$ cat config.mk
export PLATFORM = sky130hd
export DESIGN_NAME = fetch_queue_flat
export DESIGN_NICKNAME = d
export VERILOG_FILES = /design/src/rtl/fetch_queue_pkg.sv /design/src/rtl/fetch_queue_if.sv /design/src/rtl/fetch_queue.sv /design/src/flat_wrapper.sv
export SDC_FILE = /design/constraint.sdc
export NUM_CORES = 1
export LEC_CHECK = 0
export CAP_MARGIN = 20
export CORE_UTILIZATION = 35
export DETAILED_ROUTE_END_ITERATION = 12
export PLACE_DENSITY = 0.59
export SLEW_MARGIN = 20
export SYNTH_ARGS = -nofsm -noshare
export SYNTH_HDL_FRONTEND = slang
export SYNTH_SLANG_ARGS = --single-unit
$ cat constraint.sdc
create_clock -name clk_i -period 7.1 [get_ports clk_i]
set_input_delay 1.42 -clock clk_i [delete_from_list [all_inputs] [get_ports clk_i]]
set_output_delay 1.42 -clock clk_i [all_outputs]
set_load 0.01 [all_outputs]
$ cat src/rtl/fetch_queue_pkg.sv
// Shared types and constants for the fetch-to-decode instruction queue.
package fetch_queue_pkg;

    typedef logic [31:0] bus32_t;

    // Canonical RISC-V NOP (addi x0, x0, 0), shown on the pop side when empty.
    localparam bus32_t NOP_INSTR_HEX = 32'h0000_0013;

    // One queued fetch: program counter, instruction word and kanata trace id.
    typedef struct packed {
        bus32_t pc;
        bus32_t instr;
        int     kanata_id;
    } fetch_entry_t;

    localparam int unsigned FETCH_QUEUE_DEPTH = 4;

    typedef logic [$clog2(FETCH_QUEUE_DEPTH):0] fetch_queue_cnt_t;

endpackage

$ cat src/rtl/fetch_queue_if.sv
// Push (fetch) and pop (decode) handshake bundle of the fetch queue.
// Signal suffixes are from the queue's point of view.
interface fetch_queue_if;

    logic        push_valid_i;
    logic        push_ready_o;
    logic [31:0] push_pc_i;
    logic [31:0] push_instr_i;
    logic [31:0] push_kanata_id_i;

    logic        pop_valid_o;
    logic        pop_ready_i;
    logic [31:0] pop_pc_o;
    logic [31:0] pop_instr_o;
    logic [31:0] pop_kanata_id_o;

    // Queue side.
    modport slave (
        input  push_valid_i, push_pc_i, push_instr_i, push_kanata_id_i, pop_ready_i,
        output push_ready_o, pop_valid_o, pop_pc_o, pop_instr_o, pop_kanata_id_o
    );

    // Fetch/decode side.
    modport master (
        output push_valid_i, push_pc_i, push_instr_i, push_kanata_id_i, pop_ready_i,
        input  push_ready_o, pop_valid_o, pop_pc_o, pop_instr_o, pop_kanata_id_o
    );

endinterface

$ cat src/rtl/fetch_queue.sv
// Circular instruction queue between fetch and the decode latch.
// Show-ahead head, no same-cycle bypass, single-cycle flush on commit redirect.
module fetch_queue
    import fetch_queue_pkg::*;
#(
    parameter int unsigned DEPTH = FETCH_QUEUE_DEPTH,
    parameter int unsigned CNT_W = $clog2(DEPTH) + 1
) (
    input  logic             clk_i,
    input  logic             rst_i,
    input  logic             flush_i,
    fetch_queue_if.slave     fq,
    output logic [CNT_W-1:0] count_o
);

    localparam int unsigned PTR_W = $clog2(DEPTH);

    typedef logic [PTR_W-1:0] ptr_t;

    fetch_entry_t     mem_q [DEPTH];
    fetch_entry_t     mem_d [DEPTH];
    ptr_t             rd_ptr_q, rd_ptr_d;
    ptr_t             wr_ptr_q, wr_ptr_d;
    logic [CNT_W-1:0] count_q, count_d;

    logic full;
    logic empty;
    logic push_fire;
    logic pop_fire;
    fetch_entry_t head;

    // Handshake status and show-ahead head, from registered state only.
    always_comb begin
        full            = (count_q == CNT_W'(DEPTH));
        empty           = (count_q == '0);
        fq.push_ready_o = !full && !rst_i;
        fq.pop_valid_o  = !empty;
        push_fire       = fq.push_valid_i && fq.push_ready_o;
        pop_fire        = fq.pop_valid_o && fq.pop_ready_i;
        head            = mem_q[rd_ptr_q];
        if (empty) begin
            fq.pop_pc_o        = '0;
            fq.pop_instr_o     = NOP_INSTR_HEX;
            fq.pop_kanata_id_o = '0;
        end else begin
            fq.pop_pc_o        = head.pc;
            fq.pop_instr_o     = head.instr;
            fq.pop_kanata_id_o = head.kanata_id;
        end
        count_o = count_q;
    end

    // Next pointers, occupancy and storage; flush discards any push or pop.
    always_comb begin
        rd_ptr_d = rd_ptr_q;
        wr_ptr_d = wr_ptr_q;
        count_d  = count_q;
        mem_d    = mem_q;
        if (flush_i) begin
            rd_ptr_d = '0;
            wr_ptr_d = '0;
            count_d  = '0;
        end else begin
            if (push_fire) begin
                mem_d[wr_ptr_q] = '{pc:        fq.push_pc_i,
                                    instr:     fq.push_instr_i,
                                    kanata_id: int'(fq.push_kanata_id_i)};
                wr_ptr_d = wr_ptr_q + ptr_t'(1);
            end
            if (pop_fire) begin
                rd_ptr_d = rd_ptr_q + ptr_t'(1);
            end
            case ({push_fire, pop_fire})
                2'b10:   count_d = count_q + CNT_W'(1);
                2'b01:   count_d = count_q - CNT_W'(1);
                default: count_d = count_q;
            endcase
        end
    end

    // Control state; reset overrides flush.
    always_ff @(posedge clk_i) begin
        if (rst_i) begin
            rd_ptr_q <= '0;
            wr_ptr_q <= '0;
            count_q  <= '0;
        end else begin
            rd_ptr_q <= rd_ptr_d;
            wr_ptr_q <= wr_ptr_d;
            count_q  <= count_d;
        end
    end

    // Entry storage is not reset; empty masking hides stale contents.
    always_ff @(posedge clk_i) begin
        mem_q <= mem_d;
    end

endmodule
$ cat src/flat_wrapper.sv
// flat-port wrapper written by rule: the top's interface ports become plain ports
module fetch_queue_flat import fetch_queue_pkg::*;
#(
    parameter int unsigned DEPTH = FETCH_QUEUE_DEPTH,
    parameter int unsigned CNT_W = $clog2(DEPTH) + 1
)
  (clk_i, rst_i, flush_i, count_o, fq_push_valid_i, fq_push_pc_i, fq_push_instr_i, fq_push_kanata_id_i, fq_pop_ready_i, fq_push_ready_o, fq_pop_valid_o, fq_pop_pc_o, fq_pop_instr_o, fq_pop_kanata_id_o);
  fetch_queue_if fq_i ();
  input  logic clk_i;
  input  logic rst_i;
  input  logic flush_i;
  output logic [CNT_W-1:0] count_o;
  input wire logic [$bits(fq_i.push_valid_i)-1:0] fq_push_valid_i;
  input wire logic [$bits(fq_i.push_pc_i)-1:0] fq_push_pc_i;
  input wire logic [$bits(fq_i.push_instr_i)-1:0] fq_push_instr_i;
  input wire logic [$bits(fq_i.push_kanata_id_i)-1:0] fq_push_kanata_id_i;
  input wire logic [$bits(fq_i.pop_ready_i)-1:0] fq_pop_ready_i;
  output wire logic [$bits(fq_i.push_ready_o)-1:0] fq_push_ready_o;
  output wire logic [$bits(fq_i.pop_valid_o)-1:0] fq_pop_valid_o;
  output wire logic [$bits(fq_i.pop_pc_o)-1:0] fq_pop_pc_o;
  output wire logic [$bits(fq_i.pop_instr_o)-1:0] fq_pop_instr_o;
  output wire logic [$bits(fq_i.pop_kanata_id_o)-1:0] fq_pop_kanata_id_o;
  assign fq_i.push_valid_i = fq_push_valid_i;
  assign fq_i.push_pc_i = fq_push_pc_i;
  assign fq_i.push_instr_i = fq_push_instr_i;
  assign fq_i.push_kanata_id_i = fq_push_kanata_id_i;
  assign fq_i.pop_ready_i = fq_pop_ready_i;
  assign fq_push_ready_o = fq_i.push_ready_o;
  assign fq_pop_valid_o = fq_i.pop_valid_o;
  assign fq_pop_pc_o = fq_i.pop_pc_o;
  assign fq_pop_instr_o = fq_i.pop_instr_o;
  assign fq_pop_kanata_id_o = fq_i.pop_kanata_id_o;
  fetch_queue #(.DEPTH(DEPTH), .CNT_W(CNT_W)) u_core (.clk_i(clk_i), .rst_i(rst_i), .flush_i(flush_i), .fq(fq_i), .count_o(count_o));
endmodule
== Word-level counts from Yosys, hierarchy flattened ==
Cells that the tools add are included.

* Register bits after elaboration: 391
* Bits of input ports: 101
* Output and inout port bits: 101
* Logic and storage cells: 49

* $add $sub $neg: 4
* Magnitude comparators: 3
* Equality and inequality tests: 3
* Multiplexer cells: 10
* Bitwise gates (word level): 3
* Reductions and logical operators: 11

{| class="wikitable"
|+ Operators with widths
! cell !! count
|-
| $bwmux W384 || 1
|-
| $mux W96 || 3
|-
| $bmux W96 S2 || 1
|-
| $demux W96 S2 || 1
|-
| $mux W32 || 3
|-
| $ge A3 B3 Y1 const B || 2
|-
| $not A2 Y3 || 2
|-
| $pmux W3 S2 || 1
|-
| $add A2 B1 Y2 const B || 2
|-
| $logic_and A1 B1 Y1 || 4
|-
| $add A3 B1 Y3 const B || 1
|-
| $eq A3 B3 Y1 const B || 1
|-
| $logic_not A1 Y1 || 3
|-
| $logic_not A3 Y1 || 1
|-
| $lt A3 B1 Y1 const B || 1
|-
| $sub A3 B1 Y3 const B || 1
|-
| $eq A2 B1 Y1 const B || 1
|-
| $eq A2 B2 Y1 const B || 1
|-
| $reduce_and A2 Y1 || 1
|-
| $reduce_bool A2 Y1 || 1
|-
| $reduce_or A2 Y1 || 1
|-
| $not A1 Y1 || 1
|}

== Depth between registers and ports, before layout ==
* Word-level depth: 6
* Gate-level depth with buffers: 9
* Depth with buffers taken out: 9

== Worst setup path before layout ==
OpenSTA, ideal clock, no wires.

* Path type: input to register
* Start point: in fq_push_valid_i
* End point: reg u_core.mem_q[0] (netlist bit), enable pin
* Library setup time: 466 ps
* Arrival: 4113 ps
* Data required time: 6634 ps
* Slack: 2522 ps
* Cell stages on the path: 3
* Buffers on the path: 0
* Cell sequence: inv_1 -> nor4_1 -> and2_1

* Longest elaborated chain between the ends: 2

{| class="wikitable"
|+ RTL lines
! item !! RTL line !! source
|-
| start: declaration || flat_wrapper.sv:13 || <nowiki>input wire logic [$bits(fq_i.push_valid_i)-1:0] fq_push_valid_i;</nowiki>
|-
| $logic_and A1 B1 Y1 || fetch_queue.sv:38 || <nowiki>push_fire = fq.push_valid_i && fq.push_ready_o;</nowiki>
|-
| $reduce_and A2 Y1 (no line) || -- ||
|-
| end signal: assignment || fetch_queue.sv:96 || <nowiki>mem_q <= mem_d;</nowiki>
|-
| end: declaration || fetch_queue.sv:20 || <nowiki>fetch_entry_t mem_q [DEPTH];</nowiki>
|}

No other way between the ends.
A chain may end at the register's enable or synchronous reset.

== Worst setup path in the final report ==
* Start point: reg u_core.rd_ptr_q[1]
* End point: out fq_pop_instr_o[12]

* Longest elaborated chain between the ends: 5

{| class="wikitable"
|+ RTL lines
! item !! RTL line !! source
|-
| start: declaration || fetch_queue.sv:22 || <nowiki>ptr_t rd_ptr_q, rd_ptr_d;</nowiki>
|-
| start signal: assignment || fetch_queue.sv:88 || <nowiki>rd_ptr_q <= rd_ptr_d;</nowiki>
|-
| $not A2 Y3 (implied by the code) || fetch_queue.sv:40 || <nowiki>head = mem_q[rd_ptr_q];</nowiki>
|-
| $bmux W96 S2 || fetch_queue.sv:40 ||
|-
| $mux W96 (implied by the code) (2 in a row) || fetch_queue.sv:40 ||
|-
| $mux W32 || fetch_queue.sv:41 || <nowiki>if (empty) begin</nowiki>
|-
| end: declaration || flat_wrapper.sv:21 || <nowiki>output wire logic [$bits(fq_i.pop_instr_o)-1:0] fq_pop_instr_o;</nowiki>
|}

No other way between the ends. The select of a mux whose other input is x is not followed.

==> impl_metrics.env <==
export IMPL_fp_dieH_um=208.5
export IMPL_slowest_delay_ns=1.03
export IMPL_hold_worst_slack_ns=0.5258
export IMPL_ys_async_sr_fraction_pct=0
export IMPL_cp_slowest_cell="dfxtp_4"
export IMPL_worstHoldPathType="register to register"
export IMPL_ys_warnings_count=0
export IMPL_synth_most_common_cell="edfxtp_1"
export IMPL_synthCells=663
export IMPL_cts_htree_levels=2
export IMPL_synth_top_area_share_pct=77.25
export IMPL_synth_top_cells_by_area="edfxtp_1 77%, mux4_2 14%, and2_1 4.1%, dfxtp_1 0.94%, ha_1 0.42%"
export IMPL_fmax_mhz=212.9
export IMPL_arrival_ns=3.28
export IMPL_yosysUniqueCellTypes=28
export IMPL_antenna_found_initial=4
export IMPL_grt_pass1_vias=7578
export IMPL_die_w_um=208.5
export IMPL_worstSkewPairLatency_ns=0.54
export IMPL_drc_errors=0
export IMPL_drive_above_1_share_pct=18.61
export IMPL_post_dp_hpwl_um=18030
export IMPL_tightestPinTransition_ns=1.029
export IMPL_start_util_pct=35.51
export IMPL_synth_nets=770
export IMPL_first_iter_violations=402
export IMPL_gp_congestion=0.7078
export IMPL_powerDensity_mw_per_mm2=258.7
export IMPL_track_usage_pct=14.58
export IMPL_vias=7076
export IMPL_netlist_top_cells_count="384 x edfxtp_1, 98 x and2_1, 96 x mux4_2"
export IMPL_utilization_pct=44.91
export IMPL_nets=995
export IMPL_ir_drop_mv=0.1652
export IMPL_start_kind="register"
export IMPL_fin_tns_setup_ns=0
export IMPL_dr_pass1_iters=4
export IMPL_fin_worst_skew_ns=0.01105
export IMPL_synth_main_ff_cell="edfxtp_1"
export IMPL_globalRouteOverflowTotal=0
export IMPL_crit_path_max_fanout=65
export IMPL_setup_viol=0
export IMPL_ctsHoldBuffers=0
export IMPL_port_buffers=201
export IMPL_wl_per_cell_um=21.35
export IMPL_crit_chain="buf_4 -> mux4_2 -> and2_1 -> clkdlybuf4s50_1"
export IMPL_grt_max_degree=66
export IMPL_outcome="finished clean"
export IMPL_max_cap_viol_count=0
export IMPL_cp_end_kind="output port"
export IMPL_p_leak_nw=5.857
export IMPL_clock_tree_buffer_depth=3
export IMPL_crit_type="register to output port"
export IMPL_seq_area_frac_synth_pct=78.19
export IMPL_clkTransAtPathRegs_ns=0.06
export IMPL_syn_to_final_growth_pct=26.50
export IMPL_via_per_inst=4.850
export IMPL_wl_um=31140
export IMPL_coreArea_mm2=0.04204
export IMPL_die_area_mm2=0.04348
export IMPL_ios=202
export IMPL_row_count=75
export IMPL_grt_pass1_wl_um=46890
export IMPL_post_cts_resize_count=0
export IMPL_layout_worst_path_cycle_share_pct=66.14
export IMPL_cts_root_buf="clkbuf_16"
export IMPL_cts_buffers=42
export IMPL_syn_cell_area_mm2=0.01493
export IMPL_max_slew_margin_pct=31.43
export IMPL_final_hold_viol_count=0
export IMPL_report_final_slew_viol_count=0
export IMPL_cp_top_family="buffers and inverters"
export IMPL_post_cts_buffers=0
export IMPL_rsz0062_at_grt="false"
export IMPL_cts_tree="done"
export IMPL_cts_num_sinks=391
export IMPL_path_buf_inv=2
export IMPL_synth_seq_cells=391
export IMPL_synth_edff_count=384
export IMPL_worst_ep_required_time_ns=5.68
export IMPL_syn_area_per_cell_um2=22.51
export IMPL_period_needed_ns=4.696
export IMPL_yosys_area_top_type="edfxtp_1"
export IMPL_ant_nets=0
## through the flow
stage,power [W],instances,cell area [um2],setup WS (ns)
3_3_place_gp,0.002831,1383,17560,2.717
6_report,0.004884,1459,18880,2.404
5_1_grt,0.005053,1458,18880,2.197
3_5_place_dp,0.002835,1383,17560,2.711
2_1_floorplan,0.002689,663,14930,2.522
4_1_cts,0.004955,1458,18880,2.258
## layout make-up
type / count / area (um2)
fill: 3601 / 23160
sequential: 391 / 11680
multi-input combinational: 233 / 3065
timing repair buffer: 213 / 2115
clock buffer: 58 / 1132
tap: 539 / 674.4
clock inverter: 17 / 187.7
inverter: 7 / 26.28
antenna: 1 / 2.502
## state kept, by name (all words and copies together) (netlist names)
signal           count
u_core.count_o       3
u_core.mem_q       384
u_core.rd_ptr_q      2
u_core.wr_ptr_q      2
## report_power, final
group / total (W) / internal [W] / switching (W) / leakage, nW
Sequential: 0.00256 / 0.00256 / 0.00000658 / 3.53
Combinational: 0.000219 / 0.000121 / 0.0000981 / 1.69
Clock: 0.00210 / 0.00126 / 0.000842 / 0.638
Total: 0.00488 / 0.00394 / 0.000947 / 5.86
## layout by cell type (no fill, tap or decap), types with 3 or more instances in the layout
| cell | instances |
|---|---|
| clkbuf_16 | 43 |
| clkbuf_1 | 15 |
| clkdlybuf4s50_1 | 201 |
| mux4_2 | 96 |
| dfxtp_1 | 5 |
| bufinv_16 | 4 |
| clkinv_2 | 4 |
| o21ai_0 | 3 |
| a21oi_1 | 3 |
| edfxtp_1 | 384 |
| buf_4 | 11 |
| and2_1 | 94 |
| and2_4 | 4 |
| ha_1 | 5 |
| nand2_1 | 5 |
| clkinv_1 | 6 |
| nor2_1 | 5 |
| or2_1 | 3 |
| inv_1 | 6 |
## metal layers
layer  wire (um)  track usage [%]  vias to the layer above
met5          26                0                        -
met1       13740            19.16                     3674
met2       15150            23.78                      181
met3        1767            4.226                       44
met4         463            3.653                        4
li1            -                -                     3173
## kinds of logic (layout without fill, tap and decap cells)
family                     Yosys count  after routing  share of synthesized area (%)
buffers and inverters               39            295                          1.341
xor gates and xnor gates             2              2                         0.1174
other                                0              1                              0
muxes                               96             96                          14.48
AOI/OAI and AO/OA                    8              8                         0.3185
DFF                                391            391                          78.19
and+or+nand+nor                    121            121                          4.996
adders and majority gates            6              6                         0.5532
## worst paths after layout
path	startpoint	end	slack [ns]	cells past startpoint
setup reg to reg	u_core.count_o[0]$_SDFFE_PP0P_	u_core.count_o[2]$_SDFFE_PP0P_	3.82	10
hold / removal	u_core.count_o[2]$_SDFFE_PP0P_	u_core.count_o[2]$_SDFFE_PP0P_	0.53	2
setup / recovery	u_core.rd_ptr_q[1]$_SDFFE_PP0P_	fq_pop_instr_o[12]	2.40	4
hold reg to reg	u_core.count_o[2]$_SDFFE_PP0P_	u_core.count_o[2]$_SDFFE_PP0P_	0.53	2
## worst min-delay path, stage by stage (launching register included)
cell and delay, ns:
dfxtp_1 0.34, o21ai_0 0.08, a21oi_1 0.06
No activity file was read; power rests on OpenSTA's default activity.
==> edit, RTL diff (config.mk and constraints unchanged) <==
`FETCH_QUEUE_DEPTH`: 4 -> 16.
--- a/src/rtl/fetch_queue_pkg.sv
+++ b/src/rtl/fetch_queue_pkg.sv
@@ -13,7 +13,7 @@
         int     kanata_id;
     } fetch_entry_t;
 
-    localparam int unsigned FETCH_QUEUE_DEPTH = 4;
+    localparam int unsigned FETCH_QUEUE_DEPTH = 16;
 
     typedef logic [$clog2(FETCH_QUEUE_DEPTH):0] fetch_queue_cnt_t;
 
Interface: changed (resized count_o); port bits go from 202 to 204. The function was not compared with the original's and may differ.
==> edit against the original RTL <==
- total power grew to 3.8 times the old value
- highest routed layer unchanged
- register-to-register slack better by 0.05 ns
- design area grew to 3.7 times the old value
- critical path type unchanged
- synthesized area grew to 4.0 times the old value
- first-iteration DRC count grew to 4.3 times the old value
- critical endpoint is now fq_pop_instr_o[0]
- routed wire length rose to 4.4 times the old value
- setup slack got worse by 0.91 ns
- sequential cell count grew 1158
==> edit: results (changes against the original RTL) <==
status=finished clean (unchanged); Iter 0 DRT Violations=1,733 (was 402); fraction of registers with async set/reset=0% (unchanged); number of flip-flops in the largest register=1,536 (was 384); antenna violations before repair=26 (was 4); CP peak stage delay=1.04 ns; compound-cell area share of the yosys netlist=1.22% (was 0.319%); Yosys cell types=40 (was 28); Reg2Reg Depth=6 (was 10); mux contribution to synthesized area=17.8% (was 14.5%); clk slew on worst S/H paths=0.06 ns (about the same); crit-path max FO=90 (was 65); adder-cell share of the synthesized area=0.224% (was 0.553%); slowest CP cell=dfxtp_4 (unchanged); Max Root-Sink Buffers=3 (unchanged); # resized after CTS=0 (unchanged); Crit path max-delay family=buffers and inverters (unchanged); Post-synth top flop=edfxtp_1 (unchanged); Most flops, register=u_core.mem_q (unchanged); Hold Path Class=reg -> reg (unchanged); share of cells above drive strength 1=23.8% (was 18.6%); synth top area cells=edfxtp_1, mux4_2, mux2i_1 (was edfxtp_1, mux4_2, and2_1); Clock Root Buffer=clkbuf_16 (unchanged); Seq/Total Area, Yosys=78.5% (was 78.2%); final hold violations=0 (unchanged); Net Sw Frac=20.2% (was 19.4%); overall global routing resource usage=16.1% (was 14.6%); number of buffers created by CTS=163 (was 42); Port Buffers=203 (was 201); DRT Pass-1 Iters=5 (was 4); commonest cells in the netlist=edfxtp_1, mux4_2, mux2i_1 (was edfxtp_1, and2_1, mux4_2); wirelength, routed=136,000 um (was 31,100 um); H-tree depth=4 (was 2); EDFF count, synth=1,536 (was 384); Synth Warn #=0 (unchanged); vias in the first global route=27,775 (was 7,578); maximum vdd drop=0.208 mV (was 0.165 mV); Final Skew=0.0177 ns (was 0.0110 ns); Post-Synth XOR/XNOR Area=0.104% (was 0.117%); clk_lat worst skew=0.81 ns (was 0.54 ns); Max Slew Vio Count=0 (unchanged); first-pass GRT wire length=196,000 um (was 46,900 um); Setup Buffers After CTS=0 (unchanged); pin count of the biggest net entering global routing=97 (was 66); # nets final=2,864 (was 995); worst hold path cell count=2 (unchanged); hpwl dp=66,900 um (was 18,000 um); RePlAce Congestion=0.686 (was 0.708); actual slew at the worst max-slew pin=1.10 ns (was 1.03 ns); leakage=20.1 nW (was 5.86 nW); WP data arrival=4.19 ns (was 3.28 ns); syn_nets=2,569 (was 770); via count=26,234 (was 7,076)
[edit: cell types whose count changed after synthesis, sizes merged, moves of 8 or more]
cell / change
buf: +105
o22ai: +93
and2: -97
nor2: +16
nand2: +8
edfxtp: +1152
mux2i: +194
mux4: +285
[edit: kinds of logic (layout without fill, tap and decap cells)]
kind of cell / after synthesis / after routing
fa+ha+maj: 10 / 10
simple gates: 60 / 60
buf+inv: 141 / 565
compound gates: 115 / 115
other cells: 0 / 3
flops: 1549 / 1549
mux: 576 / 576
xor+xnor: 7 / 7
[edit: final cells by class]
class | instances | area [um^2]
Fill cell | 14543 | 98400
Sequential cell | 1549 | 46400
Multi-Input combinational cell | 768 | 11900
Clock buffer | 197 | 4230
Timing Repair Buffer | 263 | 2830
Tap cell | 2204 | 2760
Clock inverter | 97 | 895
Inverter | 8 | 30.0
Antenna cell | 3 | 7.51
[edit: power groups by stage]
stage | Clock (W) | Sequential [W] | Combinational (W)
2_1_floorplan | 0 | 0.0103 | 0.000173
3_3_place_gp | 0 | 0.0103 | 0.000446
3_5_place_dp | 0 | 0.0103 | 0.000455
4_1_cts | 0.00838 | 0.0101 | 0.000456
5_1_grt | 0.00870 | 0.0101 | 0.000485
6_report | 0.00817 | 0.0101 | 0.000448
[edit: path summary, 6_finish.rpt]
kind,start,end,slack [ns]
max reg2reg,u_core.count_o[0],u_core.mem_q[329],3.87
min reg2reg,u_core.wr_ptr_q[1],u_core.wr_ptr_q[1],0.52
min,u_core.wr_ptr_q[1],u_core.wr_ptr_q[1],0.52
max,u_core.rd_ptr_q[1],fq_pop_instr_o[0],1.49
[edit: tightest hold or removal path, delay by kind of cell, from the launching register on]
kind	cells	cell delay, ns
flip-flops	1	0.35
AND/OR/NAND/NOR	1	0.07
AO/OA/AOI/OAI	1	0.05
[edit: metrics by stage]
step | hold slack (ns) | area, um^2 | power (W) | worst slack (ns) | std cells
after global placement | 0.518 | 63900 | 0.0107 | 2.35 | 4791
after global routing | 0.545 | 69100 | 0.0193 | 1.33 | 5087
after detailed placement | 0.509 | 63900 | 0.0107 | 2.34 | 4791
after CTS | 0.521 | 69000 | 0.0189 | 1.46 | 5085
final | 0.521 | 69100 | 0.0187 | 1.49 | 5089
after floorplan | 0.482 | 59100 | 0.0104 | 0.495 | 2458
[edit: metal layers]
layer | up-vias | global-route usage, % | wire [um]
met2 | 620 | 26.7 | 67400
li1 | 11181 | - | -
met5 | - | 0 | 204
met1 | 14222 | 21.5 | 59200
met3 | 181 | 3.51 | 6860
met4 | 30 | 3.95 | 2290
